<file path="src/rtl/msrv32_pipe_pkg.sv">
// Shared types and constants for msrv32 pipeline register stages.
// Holds the stage state encoding, occupancy codes and per-boundary widths.
package msrv32_pipe_pkg;

    typedef enum logic [1:0] {
        ST_EMPTY = 2'd0,
        ST_BUSY  = 2'd1,
        ST_FULL  = 2'd2
    } pipe_state_t;

    localparam logic [1:0] OCC_ZERO = 2'd0;
    localparam logic [1:0] OCC_ONE  = 2'd1;
    localparam logic [1:0] OCC_TWO  = 2'd2;

    // Default widths for each stage boundary in the core.
    localparam int IF_ID_DATA_W = 64;
    localparam int IF_ID_CTRL_W = 4;
    localparam int ID_EX_DATA_W = 32;
    localparam int ID_EX_CTRL_W = 8;
    localparam int EX_WB_DATA_W = 32;
    localparam int EX_WB_CTRL_W = 4;

    function automatic logic [1:0] occ_of_state(input pipe_state_t s);
        logic [1:0] occ;
        case (s)
            ST_BUSY: occ = OCC_ONE;
            ST_FULL: occ = OCC_TWO;
            default: occ = OCC_ZERO;
        endcase
        return occ;
    endfunction

endpackage

</file>
<file path="src/rtl/msrv32_pipe_entry.sv">
// One pipeline entry: payload plus control field with load, control clear and sync reset.
// Load takes priority over clear; reset zeroes both fields.
module msrv32_pipe_entry #(
    parameter int DATA_W = 32,
    parameter int CTRL_W = 8
) (
    input  logic              clk_in,
    input  logic              reset_in,
    input  logic              load,
    input  logic              clear_ctrl,
    input  logic [DATA_W-1:0] data_in,
    input  logic [CTRL_W-1:0] ctrl_in,
    output logic [DATA_W-1:0] data,
    output logic [CTRL_W-1:0] ctrl
);

    always_ff @(posedge clk_in) begin
        if (reset_in) begin
            data <= '0;
            ctrl <= '0;
        end else if (load) begin
            data <= data_in;
            ctrl <= ctrl_in;
        end else if (clear_ctrl) begin
            ctrl <= '0;
        end
    end

endmodule

</file>
<file path="src/rtl/msrv32_skid_pipe_reg.sv">
// Valid/ready pipeline register with a two-entry skid buffer and flush.
// state | meaning:  EMPTY | nothing held;  BUSY | output reg valid;  FULL | output + skid valid
module msrv32_skid_pipe_reg #(
    parameter int DATA_W = 32,
    parameter int CTRL_W = 8
) (
    input  logic              clk_in,
    input  logic              reset_in,
    input  logic              up_valid_in,
    output logic              up_ready_out,
    input  logic [DATA_W-1:0] up_data_in,
    input  logic [CTRL_W-1:0] up_ctrl_in,
    input  logic              flush_in,
    output logic              down_valid_out,
    input  logic              down_ready_in,
    output logic [DATA_W-1:0] down_data_out,
    output logic [CTRL_W-1:0] down_ctrl_out,
    output logic [1:0]        occupancy_out
);
    import msrv32_pipe_pkg::*;

    pipe_state_t state, state_nxt;

    logic accept, deliver;
    logic out_load, out_clr, out_from_skid;
    logic skid_load, skid_clr;
    logic [DATA_W-1:0] skid_data, out_data_src;
    logic [CTRL_W-1:0] skid_ctrl, out_ctrl_src;

    assign up_ready_out   = (state != ST_FULL);
    assign down_valid_out = (state != ST_EMPTY);
    assign occupancy_out  = occ_of_state(state);

    assign accept  = up_valid_in & up_ready_out;
    assign deliver = down_valid_out & down_ready_in;

    always_ff @(posedge clk_in) begin
        if (reset_in) state <= ST_EMPTY;
        else          state <= state_nxt;
    end

    always_comb begin
        state_nxt     = state;
        out_load      = 1'b0;
        out_clr       = 1'b0;
        out_from_skid = 1'b0;
        skid_load     = 1'b0;
        skid_clr      = 1'b0;
        if (flush_in) begin
            // Same-cycle accept is dropped; data registers keep their contents.
            state_nxt = ST_EMPTY;
            out_clr   = 1'b1;
            skid_clr  = 1'b1;
        end else begin
            case (state)
                ST_EMPTY: begin
                    if (accept) begin
                        state_nxt = ST_BUSY;
                        out_load  = 1'b1;
                    end
                end
                ST_BUSY: begin
                    if (accept && deliver) begin
                        out_load = 1'b1;
                    end else if (accept) begin
                        state_nxt = ST_FULL;
                        skid_load = 1'b1;
                    end else if (deliver) begin
                        state_nxt = ST_EMPTY;
                        out_clr   = 1'b1;
                    end
                end
                ST_FULL: begin
                    if (deliver) begin
                        state_nxt     = ST_BUSY;
                        out_load      = 1'b1;
                        out_from_skid = 1'b1;
                        skid_clr      = 1'b1;
                    end
                end
                default: state_nxt = ST_EMPTY;
            endcase
        end
    end

    assign out_data_src = out_from_skid ? skid_data : up_data_in;
    assign out_ctrl_src = out_from_skid ? skid_ctrl : up_ctrl_in;

    msrv32_pipe_entry #(.DATA_W(DATA_W), .CTRL_W(CTRL_W)) u_out (
        .clk_in     (clk_in),
        .reset_in   (reset_in),
        .load       (out_load),
        .clear_ctrl (out_clr),
        .data_in    (out_data_src),
        .ctrl_in    (out_ctrl_src),
        .data       (down_data_out),
        .ctrl       (down_ctrl_out)
    );

    msrv32_pipe_entry #(.DATA_W(DATA_W), .CTRL_W(CTRL_W)) u_skid (
        .clk_in     (clk_in),
        .reset_in   (reset_in),
        .load       (skid_load),
        .clear_ctrl (skid_clr),
        .data_in    (up_data_in),
        .ctrl_in    (up_ctrl_in),
        .data       (skid_data),
        .ctrl       (skid_ctrl)
    );

endmodule

</file>
<file path="config.mk">
export PLATFORM = sky130hd
export DESIGN_NAME = msrv32_skid_pipe_reg
export DESIGN_NICKNAME = d
export VERILOG_FILES = /design/src/rtl/msrv32_pipe_pkg.sv /design/src/rtl/msrv32_pipe_entry.sv /design/src/rtl/msrv32_skid_pipe_reg.sv
export SDC_FILE = /design/constraint.sdc
export NUM_CORES = 1
export LEC_CHECK = 0
export CAP_MARGIN = 0
export CELL_PAD_IN_SITES_DETAIL_PLACEMENT = 0
export CELL_PAD_IN_SITES_GLOBAL_PLACEMENT = 1
export CORE_ASPECT_RATIO = 0.9
export CORE_UTILIZATION = 35
export DETAILED_ROUTE_END_ITERATION = 16
export GPL_TIMING_DRIVEN = 0
export PLACE_DENSITY_LB_ADDON = 0.1
export SYNTH_ARGS = -nofsm -noshare
export SYNTH_HDL_FRONTEND = slang
export SYNTH_SLANG_ARGS = --single-unit
</file>
<file path="constraint.sdc">
create_clock -name clk_in -period 2.8 [get_ports clk_in]
set_input_delay 0.56 -clock clk_in [delete_from_list [all_inputs] [get_ports clk_in]]
set_output_delay 0.56 -clock clk_in [all_outputs]
set_load 0.02 [all_outputs]
</file>
## Yosys cells after proc, flatten, opt, wreduce, memory -nomap -nowiden

Index checks and enable logic that the tools add are counted.

- Output and inout bits: 44
- Flip-flop bits (word level): 82
- Input bits: 45

- Eq/ne operators: 7
- Reductions and logical operators: 7
- Multiplexer cells: 28
- Bitwise gates (word level): 2

Operators with widths:

| kind | count |
|---|---|
| 2-to-1 mux 8 bit | 5 |
| 2-to-1 mux 32 bit | 1 |
| 2-to-1 mux 1 bit | 14 |
| 2-to-1 mux 2 bit | 5 |
| != test 2 bit, second input constant | 4 |
| case mux 2 bit (3 select lines) | 1 |
| nonzero test 2 bit | 3 |
| case mux 2 bit (2 select lines) | 1 |
| AND reduction 4 bit | 1 |
| != test 3 bit, second input constant | 1 |
| case mux 1 bit (3 select lines) | 1 |
| AND 1 bit | 2 |
| == test 2 x 1 -> 1 bit, second input constant | 1 |
| == test 2 bit, second input constant | 1 |
| logical NOT 2 bit | 1 |
| OR reduction 2 bit | 1 |
| logical AND 1 bit | 1 |

## Longest topological paths before layout

Gate-level depths: netlist of run 1.

- Depth after elaboration: 9
- Gate-level depth with buffers: 7
- Depth with buffers taken out: 4

## Cells and area by module

A second synthesis of run 1 with hierarchy kept.

- Cells, all modules: 344
- Area, all modules: 3,876.2 sq um

Modules (own cells, without submodules):

| module | area an instance (sq um) | times used | cells an instance |
|---|---|---|---|
| msrv32_pipe_entry | 1,508.9 | 2 | 139 |
| msrv32_skid_pipe_reg | 858.3 | 1 | 66 |

## Worst setup path after synthesis of run 1

No wires, ideal clock.

- Kind: register to output
- Start: reg state[1]
- End: out up_ready_out
- Path buffers: 1
- Cell stages (with the launch flop): 4
- Arrival time: 1,047 ps
- Path slack: 1,193 ps
- Cells stage by stage: dfxtp_1 > buf_2 > nor2b_1 > inv_1

- Word-level cells in the longest chain between the ends: 1

Ends and longest elaborated chain:

| what | RTL line | text |
|---|---|---|
| from (decl) | msrv32_skid_pipe_reg.sv:22 | `pipe_state_t state, state_nxt;` |
| from (signal assigned) | msrv32_skid_pipe_reg.sv:39 | `else state <= state_nxt;` |
| != test 2 bit | msrv32_skid_pipe_reg.sv:30 | `assign up_ready_out = (state != ST_FULL);` |
| to (decl) | msrv32_skid_pipe_reg.sv:10 | `output logic up_ready_out,` |

Every way passes these cells.

## Worst setup path after layout of run 1

- Start: reg state[1]
- End: out occupancy_out[1]

- Word-level cells in the longest chain between the ends: 2
- Elaborated cells on any way between the ends: 3

Ends and longest elaborated chain:

| what | RTL line | text |
|---|---|---|
| == test 2 bit / == test 2 x 1 -> 1 bit (equally long branches) | msrv32_pipe_pkg.sv:25 | `case (s)` |
| case mux 2 bit (2 select lines) (*) | msrv32_pipe_pkg.sv:25 |  |
| to (decl) | msrv32_skid_pipe_reg.sv:18 | `output logic [1:0] occupancy_out` |

Every way passes the cells marked *; elsewhere a longest branch is shown, timed or not.

==> impl_results.md, run 1 <==
* FILL cells at 1046
* CTS resizes at 0
* Hpwl dp at 7.21 mm
* Post-Syn Instances at 461
* DRT iter0 DRCs at 94
* Final hold violations at 0
* Worst Tran Pin Value at 0.593 ns
* DIE WIDTH at 110 um
* Post-Route Skew at 0.00541 ns
* Minimum clock period after layout at 2.23 ns
* Final wirelength at 10.2 mm
* Setup CP Type: flop to output pin
* Lkg Pwr at 2.03 nW
* Synth area leaders: dfxtp_1 (45%), a21oi_1 (13%), nand2_1 (10%)
* CTS Buffer Depth at 2
* Register clock-pin slew on the reported worst setup and hold paths at 0.06 ns
* Setup crit start: state[1]$_SDFFE_PP0P_
* CP startpoint kind: flop
* Rel. slew slack at 60.3%
* RR Startpoint: state[1]$_SDFFE_PP0P_
* Max Clk Rate at 449 MHz
* Post-CTS Setup Inserts at 0
* DR vias/cell at 5.03
* Pin count of the biggest net entering global routing at 14
* Pwr dens at 554 nW/um^2
* Initial cell density of the core at 35.8%
* Die H at 99.0 um
* Drt pass-1 iters at 4
* First-pass GRT wire length at 17.1 mm
* Site Rows at 35
* Clk root buf: clkbuf_16
* Via Count at 3483
* Final #Nets at 604
* Endpoint class of the critical path: output pin
* CTS Sinks at 82
* GRT overflow at 0
* Seq cells post-synth at 82
* Vias in the first global route at 3476
* GRT Overall Usage at 20.5%
* WHS at 0.453 ns
* Routed WL per cell at 14.7 um
* Htree depth at 3
* Critical-path cell list: buf_2, nor2b_1, clkdlybuf4s50_1
* Worst EP required at 2.24 ns
* IO Port Bufs at 87
* Distinct cell type count after synthesis at 28
* HP Start: u_skid.data[8]$_SDFFE_PP0P_
* Clk Latency, worst-skew pair at 0.34 ns
* Worst-path maximum fanout at 10
* IO Count at 89
* Tcrit/Tclk final at 79.6%
* Max VDD drop at 0.452 mV
* Yosys warns at 0
* Die Area at 10900 um^2
* Fin Setup TNS at 0 ns
* Max-slew violation count at 0
* Register area share after synthesis at 44.9%
* Area share of the largest cell type after synthesis at 44.9%
* Inserted Diodes at 0
* Finish-stage setup viols at 0
* P&R area growth vs syn at 36.1%
* Routability cong. at 0.734
* Syn Nets at 506
* Outcome: finished clean
* Core footprint at 10200 um^2
* RSZ-0062 raised after global routing: no
* Detail Route Antenna Nets at 0
* Hold_buf cts at 0
* Critical Path Max Stage Delay at 0.63 ns
* Hold Crit Class: flop to flop
* Netlist Area Pre-Place at 3660 um^2
* Initial antenna violation count at 0
* DRC at 0
* Cts bufs inserted at 9
* Average cell area after synthesis at 7.93 um^2
* Number of max-cap violations at 0
* Layout cells sized above 1 at 7.80%
* Slowest CP cell: clkdlybuf4s50_1
* Arrival time worst endpoint at 1.67 ns
* Area leader, netlist: dfxtp_1
* CTS tree: built
* Reg-to-reg slack, setup at 1.16 ns
path summary, 6_finish.rpt:
path,depth (start not counted),to
worst max register to register,7,u_out.data[15]$_SDFFE_PP0P_
worst min-delay path,2,u_skid.data[8]$_SDFFE_PP0P_
worst min register to register,2,u_skid.data[8]$_SDFFE_PP0P_
worst max-delay path,3,occupancy_out[1]
area by class of cell:
cell class / instances / area (um^2) / area share [%]
multi-input combinational: 306 / 1700 / 34.1
sequential: 82 / 1640 / 33.0
timing repair buffer: 87 / 871 / 17.5
clock buffer: 10 / 229 / 4.60
buffer: 40 / 194 / 3.90
tap: 129 / 161 / 3.24
inverter: 33 / 124 / 2.49
clock inverter: 6 / 57.6 / 1.16
where the power goes:
part           internal (mW)  switching (mW)
combinational          0.181           0.193
sequential              1.21          0.0271
clock                  0.684           0.466
per-stage QoR:
| step | setup slack (ns) | util [%] | instances | power, mW | instance area (um^2) |
|---|---|---|---|---|---|
| 6_report | 0.572 | 48.8 | 693 | 2.76 | 4980 |
| 5_1_grt | 0.443 | 48.8 | 693 | 2.88 | 4980 |
| 4_1_cts | 0.540 | 48.8 | 693 | 2.80 | 4980 |
| 3_5_place_dp | 0.393 | 46.0 | 677 | 1.64 | 4690 |
| 3_3_place_gp | 0.423 | 46.0 | 677 | 1.63 | 4690 |
| 2_1_floorplan | 1.19 | - | 461 | 1.44 | 3660 |
critical path: cells and delay by family (launching register included):
kind / cells / cell delay [ns]
buffers and inverters: 2 / 0.82
AND/OR/NAND/NOR: 1 / 0.19
flip-flops: 1 / 0.32
synth_stat cells:
master and count:
nor2_1 5, and2b_1 1, nor3_2 1, o22ai_2 1
nand3b_1 1, o211a_1 25, o21a_1 1, or2_2 1
or2_1 1, mux2i_1 10, dfxtp_1 82, o21ai_1 1
inv_1 33, o21ai_0 7, a31oi_1 7, clkbuf_1 15
nor2b_1 3, o2bb2ai_1 8, nand2b_1 1, a2111oi_0 1
a21oi_1 97, nand4bb_1 2, buf_4 5, and4bb_2 1
nand2_1 98, nand3_1 25, buf_2 20, a22o_1 8
registers in the layout (all words and copies together) (netlist names):
register / count
u_skid.ctrl: 8
state: 2
u_out.ctrl: 8
u_skid.data: 32
u_out.data: 32
placed cells by master (no fill, tap or decap), types with 2 or more instances in the layout:
cell type | Yosys | layout
buf_4 | 5 | 5
nand3_1 | 25 | 25
o21ai_0 | 7 | 7
mux2i_1 | 10 | 10
dfxtp_1 | 82 | 82
inv_1 | 33 | 33
clkbuf_16 | 0 | 9
buf_2 | 20 | 20
nand4bb_1 | 2 | 2
a22o_1 | 8 | 8
clkinv_2 | 0 | 4
o211a_1 | 25 | 25
a31oi_1 | 7 | 7
clkdlybuf4s50_1 | 0 | 87
o2bb2ai_1 | 8 | 8
nor2b_1 | 3 | 3
clkbuf_1 | 15 | 16
nand2_1 | 98 | 98
nor2_1 | 5 | 5
a21oi_1 | 97 | 97
layer usage:
metal	share of wire, %	GRT usage, %
met1	47	26.3
met2	46	33.4
met3	6.0	5.09
met4	1.2	7.18
met5	0	0
logic make-up (layout without fill, tap and decap cells):
family | count (synthesis) | count (layout) | synth area share (%)
flip-flops | 82 | 82 | 44.9
AO/OA/AOI/OAI | 156 | 156 | 27.0
AND/OR/NAND/NOR | 140 | 140 | 16.7
multiplexers | 10 | 10 | 2.74
buffers and inverters | 73 | 176 | 8.69
Power figures use the tool's default switching activity.
==> run 2: changes to the inputs <==
- CORE_UTILIZATION: 35 -> 32
- clock period: 2.8 -> 2 ns (I/O delays scaled with it)
==> impl_results.md, run 2 (same netlist as run 1, synthesis figures left out) <==
* Outcome: finished clean
* Most common library cell in the layout ignoring fill and taps: nand2_1
* IO Port Bufs at 87 (unchanged)
* Reg-to-reg endpoint: u_out.data[11]$_SDFFE_PP0P_
* GR Util met2 at 30.7% (-2.7 points)
* IO Count at 89 (unchanged)
* Register clock-pin slew on the reported worst setup and hold paths at 0.06 ns (about the same)
* Clk root buf: clkbuf_16
* M1 GR Usage at 24.5% (-1.7 points)
* CTS tree: built
* Number of max-cap violations at 0 (unchanged)
* Finish-stage setup viols at 0 (unchanged)
* Detail Route Antenna Nets at 0 (unchanged)
* R2R cell count at 7 (unchanged)
* Via Count at 3410 (-2.1%)
* Htree depth at 3 (unchanged)
* Biggest regs: u_out.data x32, u_skid.data x32
* Setup CP Type: primary input to flop
* CTS Buffer Depth at 2 (unchanged)
* Endpoint class of the critical path: flop
* Final wirelength at 10.4 mm (+2.2%)
* M3 GR Usage at 4.72% (-0.37 points)
* Post-Route Skew at 0.00488 ns (-0.000531 ns)
* DR vias/cell at 4.77 (-5.1%)
* Vias in the first global route at 3322 (-4.4%)
* Drt pass-1 iters at 4 (unchanged)
* DRT iter0 DRCs at 164 (+74%)
* CP Capture Point: u_skid.data[31]$_SDFFE_PP0P_
* Gr busiest metal: met2
* Minimum clock period after layout at 1.87 ns
* Initial cell density of the core at 33.3% (-2.6 points)
* Hold Crit Class: flop to flop
* Die H at 103 um (+4.5%)
* FILL cells at 1141 (+9.1%)
* WHS at 0.453 ns (+0.0000100 ns)
* Worst Tran Pin Value at 0.618 ns (+0.0247 ns)
* Cts bufs inserted at 9 (unchanged)
* Routability cong. at 0.710 (-3.3%)
* Rel. slew slack at 58.8% (-1.5 points)
* DRC at 0 (unchanged)
* Layout cells sized above 1 at 8.17% (+0.37 points)
* Most frequent cells in the layout: nand2_1 (98), a21oi_1 (97), clkdlybuf4s50_1 (83), dfxtp_1 (82), inv_1 (33)
* Final hold violations at 0 (unchanged)
* Clk Latency, worst-skew pair at 0.33 ns (about the same)
* DIE WIDTH at 115 um (+4.5%)
* First-pass GRT wire length at 17.0 mm (-0.73%)
* Hold_buf cts at 0 (unchanged)
* Final #Nets at 604 (unchanged)
* Max-slew violation count at 0 (unchanged)
* Pwr dens at 755 nW/um^2 (+36%)
* Core footprint at 11000 um^2 (+7.7%)
* Inserted Diodes at 0 (unchanged)
* Setup crit start: down_ready_in
* Tcrit/Tclk final at 93.6%
* Reg-to-reg slack, setup at 0.36 ns (-0.80 ns)
* Worst-path maximum fanout at 10 (unchanged)
* Worst EP required at 2.19 ns (-0.05 ns)
* Pin count of the biggest net entering global routing at 13 (-1)
* Routed WL per cell at 14.6 um (-0.94%)
* Site Rows at 36 (+2.9%)
* Arrival time worst endpoint at 2.07 ns (+0.40 ns)
* Die Area at 11900 um^2 (+9.2%)
* RR Startpoint: state[1]$_SDFFE_PP0P_
* Hpwl dp at 7.27 mm (+0.89%)
* CP startpoint kind: primary input
* Lkg Pwr at 2.04 nW (+0.52%)
* Max VDD drop at 0.532 mV (+18%)
* GRT overflow at 0 (unchanged)
* Max Clk Rate at 534 MHz
* Initial antenna violation count at 0 (unchanged)
* RSZ-0062 raised after global routing: no
* CTS Sinks at 82 (unchanged)
* GRT Overall Usage at 18.7% (-1.8 points)
* Final design utilization at 45.5% (-3.3 points)
* P&R area growth vs syn at 36.7%
* Post-CTS Setup Inserts at 0 (unchanged)
run 2: routing by layer:
layer / vias up / wire [um]
met5: - / 0
met4: 0 / 104
met3: 10 / 525
met2: 73 / 4700
met1: 1559 / 5100
li1: 1768 / -
run 2: worst min-delay path by stage:
stage,cells past startpoint,slack [ns],to,start
floorplan,2,0.44,u_skid.data[0]$_SDFFE_PP0P_,u_skid.data[0]$_SDFFE_PP0P_
global placement,2,0.44,u_skid.data[13]$_SDFFE_PP0P_,u_skid.data[13]$_SDFFE_PP0P_
detailed placement,1,0.45,u_out.ctrl[4]$_SDFFE_PP0P_,u_out.ctrl[4]$_SDFFE_PP0P_
CTS,2,0.46,u_skid.data[23]$_SDFFE_PP0P_,u_skid.data[23]$_SDFFE_PP0P_
global route,2,0.47,u_skid.data[23]$_SDFFE_PP0P_,u_skid.data[23]$_SDFFE_PP0P_
finish,2,0.45,u_skid.data[24]$_SDFFE_PP0P_,u_skid.data[24]$_SDFFE_PP0P_
run 2: cell type report:
cell class | instances | area (um^2) | share of cell area [%]
multi-input combinational | 306 | 1710 | 34.2
sequential | 82 | 1640 | 32.8
timing repair buffer | 87 | 866 | 17.3
clock buffer | 12 | 256 | 5.13
buffer | 40 | 198 | 3.95
tap | 152 | 190 | 3.80
inverter | 33 | 124 | 2.48
clock inverter | 3 | 15.0 | 0.300
run 2: what timing repair did:
action	in CTS	in global routing
setup endpoints to repair	4	38
resized for setup	4	6
endpoints found under the hold margin	0	0
run 2: report_power, final:
| part | switching [mW] | internal [mW] | total (mW) | leakage, nW |
|---|---|---|---|---|
| Combinational | 0.272 | 0.253 | 0.525 | 1.24 |
| Clock | 0.627 | 0.896 | 1.52 | 0.138 |
| Sequential | 0.0378 | 1.69 | 1.73 | 0.667 |
| Total | 0.937 | 2.84 | 3.78 | 2.04 |
run 2: through the flow:
step           area, um^2  setup slack, ns  std cells  total power [mW]  TNS, ns
3_3_place_gp         4720           -0.238        700              2.29   -13.38
4_1_cts              4980           0.0448        715              3.83        0
5_1_grt              5000          0.00515        715              3.95        0
6_report             5000            0.128        715              3.78        0
3_5_place_dp         4720           -0.287        700              2.29   -14.44
2_1_floorplan        3660            0.496        461              2.02        0
run 2: worst max-delay path, stage by stage:
cell,delay (ns)
clkdlybuf4s50_1,0.53
nand4bb_2,0.40
or2_1,0.26
buf_2,0.16
buf_4,0.18
nand2_1,0.07
a21oi_1,0.06
==> run 3: changes to the inputs <==
- SETUP_SLACK_MARGIN: default -> 0.15
==> impl_results.md, run 3 (same netlist as run 1, synthesis figures left out) <==
* Clk root buf: clkbuf_16
* Reg power frac at 45.7% (about the same)
* Detail Route Antenna Nets at 0 (unchanged)
* Number of max-cap violations at 0 (unchanged)
* Post-CTS Setup Inserts at 0 (unchanged)
* Routability cong. at 0.710 (unchanged)
* Cells after DPL at 700 (unchanged)
* Worst EP required at 1.60 ns (-0.59 ns)
* Core footprint at 11000 um^2 (unchanged)
* IO Count at 89 (unchanged)
* Arrival time worst endpoint at 1.43 ns (-0.64 ns)
* P_sw at 0.943 mW (+0.59%)
* FILL cells at 1143 (+0.18%)
* Max-slew violation count at 0 (unchanged)
* Initial cell density of the core at 33.3% (unchanged)
* CTS Buffer Depth at 2 (unchanged)
* Cts bufs inserted at 9 (unchanged)
* Logic pwr share at 13.9% (about the same)
* CTS tree: built
* Worst Tran Pin Value at 0.599 ns (-0.0185 ns)
* Clock power frac at 40.4% (about the same)
* Drt pass-1 iters at 4 (unchanged)
* Vias in the first global route at 3332 (+0.30%)
* Register clock-pin slew on the reported worst setup and hold paths at 0.06 ns (about the same)
* Most frequent cells in the layout: nand2_1 (98), a21oi_1 (97), dfxtp_1 (82), clkdlybuf4s50_1 (81), inv_1 (33)
* Layout cells sized above 1 at 9.06% (+0.89 points)
* Htree depth at 3 (unchanged)
* DRT iter0 DRCs at 174 (+6.1%)
* Outcome: finished clean
* Biggest regs: u_out.data x32, u_skid.data x32
* Inserted Diodes at 0 (unchanged)
* Rel. slew slack at 59.9% (+1.1 points)
* Pin count of the biggest net entering global routing at 13 (unchanged)
* Critical-path cell list: clkbuf_4, nor2b_1, inv_1, dlygate4sd2_1
* Hold Crit Class: flop to flop
* Die Area at 11900 um^2 (unchanged)
* Max VDD drop at 0.532 mV (about the same)
* Max Clk Rate at 547 MHz (+2.4%)
* Design internal power at 2.84 mW (about the same)
* Via Count at 3412 (+0.059%)
* Final #Nets at 604 (unchanged)
* GRT Overall Usage at 18.8% (+0.053 points)
* GRT overflow at 0 (unchanged)
* Final wirelength at 10.4 mm (about the same)
* DRC at 0 (unchanged)
* Initial antenna violation count at 0 (unchanged)
* IO Port Bufs at 87 (unchanged)
* Routed WL per cell at 14.6 um (about the same)
* Lkg Pwr at 2.07 nW (+1.1%)
* DR vias/cell at 4.77 (about the same)
* Die H at 103 um (unchanged)
* Slowest CP cell: dfxtp_1
* Critical Path Max Stage Delay at 0.40 ns (-0.13 ns)
* Setup CP Type: flop to output pin
* Post-Route Skew at 0.00513 ns (+0.000253 ns)
* Clk Latency, worst-skew pair at 0.33 ns (about the same)
* Most common library cell in the layout ignoring fill and taps: nand2_1
* Site Rows at 36 (unchanged)
* Hold_buf cts at 0 (unchanged)
* RSZ-0062 raised after global routing: yes
* First-pass GRT wire length at 17.0 mm (+0.28%)
* Final hold violations at 0 (unchanged)
* Sw Share at 24.9% (+0.10 points)
* Tcrit/Tclk final at 91.5% (-2.2 points)
* CTS Sinks at 82 (unchanged)
* DIE WIDTH at 115 um (unchanged)
* CP startpoint kind: flop
* Worst-path maximum fanout at 10 (unchanged)
* Final Total Pwr at 3.78 mW (+0.18%)
* Endpoint class of the critical path: output pin
* Finish-stage setup viols at 0 (unchanged)
* Post-route insts no fill at 715 (unchanged)
* Minimum clock period after layout at 1.83 ns (-0.0433 ns)
* Hpwl dp at 7.27 mm (unchanged)
* P&R area growth vs syn at 37.2%
* Pwr dens at 754 nW/um^2 (-0.17%)
-- run 3: cell count changes in the layout (fill, tap and decap cells not counted) --
cell,delta
clkbuf_2,+5
clkbuf_4,+1
buf_2,-2
dlygate4sd2_1,-2
nand4bb_4,+1
clkdlybuf4s50_1,-2
nand4bb_2,-1
clkbuf_1,-3
buf_4,+1
dlymetal6s2s_1,+2
-- run 3: stage by stage --
step,setup slack [ns],utilization (%),instance area (um^2),setup TNS [ns],hold WS [ns]
after floorplan,0.496,-,3660,0,0.437
after global placement,-0.238,42.9,4720,-13.38,0.442
after detailed placement,-0.287,42.9,4720,-14.44,0.445
after CTS,0.152,45.5,5000,0,0.455
after global routing,0.0981,45.7,5020,0,0.469
final,0.171,45.7,5020,0,0.453
-- run 3: worst max-delay path: cells and delay by family, from the launching register on --
kind          cells  cell delay (ns)
buf+inv           3             0.63
flops             1             0.40
simple gates      1             0.07
-- run 3: layout make-up --
class | instances | area, um^2 | share of cell area, %
Inverter | 33 | 124 | 2.47
Sequential cell | 82 | 1640 | 32.7
Buffer | 40 | 206 | 4.11
Tap cell | 152 | 190 | 3.79
Clock inverter | 3 | 15.0 | 0.299
Clock buffer | 12 | 256 | 5.11
Timing Repair Buffer | 87 | 863 | 17.2
Multi-Input combinational cell | 306 | 1720 | 34.3
-- run 3: routing by layer --
metal | vias to the layer above | share of wire [%] | global-route usage (%)
li1 | 1764 | - | -
met2 | 75 | 45 | 30.9
met3 | 13 | 5.1 | 4.72
met5 | - | 0 | 0
met1 | 1560 | 49 | 24.5
met4 | 0 | 1.2 | 5.49
-- run 3: repair_timing --
item | in CTS | in global routing
resized for setup | 8 | 16
hold endpoints to repair | 0 | 0
setup endpoints to repair | 37 | 66
-- run 3: worst paths after layout --
path,startpoint,end,slack [ns],depth (start not counted)
min,u_skid.data[24]$_SDFFE_PP0P_,u_skid.data[24]$_SDFFE_PP0P_,0.45,2
max,state[0]$_SDFFE_PP0P_,up_ready_out,0.17,4
max reg2reg,state[0]$_SDFFE_PP0P_,u_out.data[22]$_SDFFE_PP0P_,0.35,6
min reg2reg,u_skid.data[24]$_SDFFE_PP0P_,u_skid.data[24]$_SDFFE_PP0P_,0.45,2
-- run 3: power groups by stage --
stage | sequential [mW] | combinational (mW) | clock (mW)
3_5_place_dp | 1.76 | 0.527 | 0
2_1_floorplan | 1.82 | 0.205 | 0
6_report | 1.73 | 0.527 | 1.53
4_1_cts | 1.73 | 0.530 | 1.57
3_3_place_gp | 1.76 | 0.526 | 0
5_1_grt | 1.74 | 0.578 | 1.64
